===== src/rtl/uart_tx_frame.sv =====
// UART transmitter: serialises one parallel word per request as start, LSB-first data,
// optional parity and stop bits, one bit per CLK cycle.
module uart_tx_frame #(
    parameter int DATA_WIDTH = 8
) (
    input  logic                  CLK,
    input  logic                  RST,
    input  logic [DATA_WIDTH-1:0] P_DATA,
    input  logic                  Data_Valid,
    input  logic                  PAR_EN,
    input  logic                  PAR_TYP,
    output logic                  TX_OUT,
    output logic                  Busy,
    output logic [2:0]            o_dbg_state
);

    localparam int CNT_W = (DATA_WIDTH > 1) ? $clog2(DATA_WIDTH) : 1;
    localparam logic [CNT_W-1:0] LAST_BIT = CNT_W'(DATA_WIDTH - 1);

    typedef enum logic [2:0] {
        S_IDLE   = 3'd0,
        S_START  = 3'd1,
        S_DATA   = 3'd2,
        S_PARITY = 3'd3,
        S_STOP   = 3'd4
    } state_t;

    // Handshake: Data_Valid is a request that is accepted only on an edge where the
    // FSM is in IDLE; Busy=1 means requests are dropped (no queueing, no error flag).
    state_t                r_state;
    logic [CNT_W-1:0]      r_cnt;
    logic [DATA_WIDTH-1:0] r_data;
    logic                  r_par_en;
    logic                  r_parity;
    logic                  r_tx;
    logic                  r_busy;

    state_t                w_state_next;
    logic [CNT_W-1:0]      w_cnt_next;
    logic [CNT_W-1:0]      w_cnt_inc;
    logic [DATA_WIDTH-1:0] w_data_next;
    logic                  w_par_en_next;
    logic                  w_parity_next;
    logic                  w_tx_next;
    logic                  w_busy_next;

    assign w_cnt_inc = r_cnt + CNT_W'(1);

    always_ff @(posedge CLK or negedge RST) begin
        if (!RST) begin
            r_state  <= S_IDLE;
            r_cnt    <= '0;
            r_data   <= '0;
            r_par_en <= 1'b0;
            r_parity <= 1'b0;
            r_tx     <= 1'b1;
            r_busy   <= 1'b0;
        end else begin
            r_state  <= w_state_next;
            r_cnt    <= w_cnt_next;
            r_data   <= w_data_next;
            r_par_en <= w_par_en_next;
            r_parity <= w_parity_next;
            r_tx     <= w_tx_next;
            r_busy   <= w_busy_next;
        end
    end

    // Outputs are computed for the state being entered, so TX_OUT/Busy change on that edge.
    always_comb begin
        w_state_next  = r_state;
        w_cnt_next    = r_cnt;
        w_data_next   = r_data;
        w_par_en_next = r_par_en;
        w_parity_next = r_parity;
        w_tx_next     = r_tx;
        w_busy_next   = r_busy;
        case (r_state)
            S_IDLE: begin
                w_tx_next   = 1'b1;
                w_busy_next = 1'b0;
                if (Data_Valid) begin
                    w_data_next   = P_DATA;
                    w_par_en_next = PAR_EN;
                    w_parity_next = (^P_DATA) ^ PAR_TYP;
                    w_tx_next     = 1'b0;
                    w_busy_next   = 1'b1;
                    w_state_next  = S_START;
                end
            end
            S_START: begin
                w_tx_next    = r_data[0];
                w_busy_next  = 1'b1;
                w_cnt_next   = '0;
                w_state_next = S_DATA;
            end
            S_DATA: begin
                w_busy_next = 1'b1;
                if (r_cnt == LAST_BIT) begin
                    // Counter holds on exit, so it never wraps.
                    if (r_par_en) begin
                        w_tx_next    = r_parity;
                        w_state_next = S_PARITY;
                    end else begin
                        w_tx_next    = 1'b1;
                        w_state_next = S_STOP;
                    end
                end else begin
                    w_cnt_next = w_cnt_inc;
                    w_tx_next  = r_data[w_cnt_inc];
                end
            end
            S_PARITY: begin
                w_tx_next    = 1'b1;
                w_busy_next  = 1'b1;
                w_state_next = S_STOP;
            end
            S_STOP: begin
                w_tx_next    = 1'b1;
                w_busy_next  = 1'b0;
                w_state_next = S_IDLE;
            end
            default: begin
                w_tx_next    = 1'b1;
                w_busy_next  = 1'b0;
                w_state_next = S_IDLE;
            end
        endcase
    end

    assign TX_OUT      = r_tx;
    assign Busy        = r_busy;
    assign o_dbg_state = r_state;

endmodule


===== config.mk =====
export PLATFORM = sky130hd
export DESIGN_NAME = uart_tx_frame
export DESIGN_NICKNAME = d
export VERILOG_FILES = /design/src/rtl/uart_tx_frame.sv
export SDC_FILE = /design/constraint.sdc
export NUM_CORES = 1
export LEC_CHECK = 0
export CAP_MARGIN = 20
export CORE_MARGIN = 2
export CORE_UTILIZATION = 49
export CTS_CLUSTER_DIAMETER = 200
export DETAILED_ROUTE_END_ITERATION = 8
export HOLD_SLACK_MARGIN = 0.15
export PLACE_DENSITY = 0.8
export SLEW_MARGIN = 20
export SYNTH_ARGS = -nofsm -noshare
export SYNTH_HDL_FRONTEND = slang
export SYNTH_SLANG_ARGS = --single-unit
export TNS_END_PERCENT = 50

===== constraint.sdc =====
create_clock -name CLK -period 1.91 [get_ports CLK]
set_input_delay 0.382 -clock CLK [delete_from_list [all_inputs] [get_ports CLK]]
set_output_delay 0.382 -clock CLK [all_outputs]
set_load 0.02 [all_outputs]

==> flow_metrics.tcl <==
set metrics [dict create \
    setup_viol 0 \
    synth_top_area_cell "dfrtp_1" \
    crit_path_end_kind "output port" \
    path_class "reg2out" \
    drive_gt1_share_pct 23.2 \
    ys_warn_count 0 \
    syn-cell-area_um2 918 \
    core-area_um2 1750 \
    clock.fmax_ghz 0.561 \
    fin_crit_sh_pct 93.3 \
    syn_inst 74 \
    rsz0062_at_grt "no" \
    worstPathRequired_ns 1.53 \
    power.share.clock_pct 12.5 \
    nets 111 \
    clk_path_buf_depth 2 \
    cts_tree "yes" \
    die_h_um 47.3 \
    dr.pass1.iters 4 \
    grt_pass1_vias 638 \
    mostFrequentLayoutCell "clkdlybuf4s50_1" \
    initialDrtViolationCount 18 \
    internal_power_w 0.00122 \
    synth.area.top_cells "dfrtp_1 (46%), mux2_2 (12%), xnor2_1 (4.8%)" \
    wl_mm 1.72 \
    dp_hpwl_mm 1.33 \
    cts.clk_slew.worst_paths_ns 0.10 \
    grt_use_total_pct 18.2 \
    worst_pin_slew_ns 0.416 \
    final_cell_mix "clkdlybuf4s50_1 (17), dfrtp_1 (16), mux2_2 (10)" \
    die_x_um 47.3 \
    synth.yosys.seq_area_share_pct 49.2 \
    seqPwrFrac_pct 38.5 \
    design_area_um2 1170 \
    hold_viol_final 0 \
    tns_ns 0 \
    holdCritPathClass "in2async" \
    antenna_found_initial 0 \
    post_cts_buffers 0 \
    vdd_drop_max_v 0.000789 \
    report.final.slew_viol_count 0 \
    io_buffers 17 \
    maxCapViolCount 0 \
    n_antenna_cell 0 \
    ys_ff_latch 18 \
    critical_path.max_stage_delay_ns 0.59 \
    die_area_um2 2240 \
    powerDensity_nw_per_um2 1580 \
    cts_resized 0 \
    swShare_pct 34.0 \
    skew_ns 0.00319 \
    clk_latency_ns 0.29 \
    cp-start-kind "flop" \
    clock-sinks 18 \
    routedWlPerCell_um 14.3 \
    syn-mean-instance-area_um2 12.4 \
    path_buf_inv 1 \
    path_cells "clkdlybuf4s50_1" \
    ctsHoldBuffers 0 \
    crit_slowest_cell "clkdlybuf4s50_1" \
    p_comb_share_pct 49.0 \
    ctsRootBufferMaster "clkbuf_4" \
    leakagePower_nw 0.492 \
    ant_nets 0 \
    overflow 0 \
    cpLargestDelayFamily "buffers and inverters" \
    via_per_inst 5.47 \
    grt_pass1_wl_mm 2.82 \
    switchingPower_w 0.000630 \
    dpl-instance-area_um2 1130 \
    grt_max_degree 13 \
    numCtsBuffers 3 \
    cts.htree.levels 1 \
    num_io_pins 18 \
    finalCriticalPeriod_ns 1.78 \
    syn-num-nets 89 \
    critPathMaxFanout 1 \
    outcome "finished, final reports clean" \
    vias 656 \
    syn_to_final_growth_pct 27.5 \
    synth_top_cell_area_share_pct 46.3 \
    arrival_ns 1.40 \
    drc_errors 0 \
    start_util_pct 52.6 \
    rows 15 \
    slew_headroom_pct 72.2 \
    finalWeightedCongestion 0.759 \
    post_synth_num_cell_types 29 \
]
==> power groups by stage <==
stage / logic, W / clock network [W] / registers (W)
2_1_floorplan: 0.000621 / 0 / 0.000728
3_3_place_gp: 0.000878 / 0 / 0.000709
3_5_place_dp: 0.000916 / 0 / 0.000717
4_1_cts: 0.000917 / 0.000241 / 0.000709
5_1_grt: 0.000989 / 0.000259 / 0.000740
6_report: 0.000908 / 0.000232 / 0.000713
==> cell usage after synthesis <==
cell type / n
a21boi_0: 1
ha_1: 2
mux4_2: 1
o21ai_1: 1
mux2i_1: 1
dfrtp_1: 17
xor2_1: 1
buf_2: 1
a22o_1: 4
o21ai_0: 1
nor2_1: 4
mux2_2: 10
a211oi_1: 1
xnor2_1: 5
xnor3_1: 1
dfstp_2: 1
clkbuf_1: 3
nand2_1: 3
a22o_2: 1
a21oi_1: 2
mux4_1: 1
nor3_1: 3
inv_1: 1
o211ai_1: 1
o21bai_1: 2
nand2b_1: 1
nor3b_1: 1
nor2b_1: 2
nand3_1: 1
==> through the flow <==
step	std cells	total power, W	worst slack, ns	hold slack [ns]	util, %
CTS	120	0.00187	0.0586	0.388	67.0
global route	120	0.00199	0.0790	0.407	67.1
global placement	116	0.00159	-0.0455	0.486	64.9
floorplan	74	0.00135	0.346	0.0864	-
finish	120	0.00185	0.128	0.380	67.1
detailed placement	116	0.00163	-0.0706	0.491	64.9
==> final timing paths <==
path,from,endpoint,slack [ns],cells after the start
max in group asynchronous,RST,o_dbg_state[2],1.02,2
worst max-delay path,TX_OUT,TX_OUT,0.13,1
min in group CLK,r_data[4],r_data[4],0.51,1
worst min register to register,r_data[4],r_data[4],0.51,1
worst min-delay path,RST,r_cnt[2],0.38,1
worst max register to register,r_cnt[0],TX_OUT,0.23,5
==> logic make-up after synthesis <==
kind of cell	synth area share, %
flip-flops	49.2
AND/OR/NAND/NOR	7.90
AO/OA/AOI/OAI	11.2
multiplexers	18.7
XOR/XNOR	8.17
buffers and inverters	2.18
adder cells (fa/ha/maj)	2.72
==> state kept, by name, indices dropped and copies added, names as in the netlist <==
name / flops
TX_OUT: 1
r_data: 8
r_parity: 1
o_dbg_state: 3
r_cnt: 3
Busy: 1
r_par_en: 1
==> per-layer routing <==
| layer | vias up | track usage (%) | wire length (µm) |
|---|---|---|---|
| li1 | 309 | - | - |
| met1 | 322 | 23.9 | 757 |
| met2 | 21 | 29.7 | 866 |
| met3 | 4 | 2.31 | 77 |
| met4 | 0 | 8.33 | 16 |
| met5 | - | 0 | 0 |
==> cell type report <==
type / count / area (µm²)
fillers: 141 / 574
well taps: 25 / 31.3
repair buffers: 21 / 200
inverters: 1 / 3.75
flip-flops and latches: 18 / 453
clock buffers: 4 / 36.3
multi-input cells: 51 / 447
(Power assumes the default switching activity.)
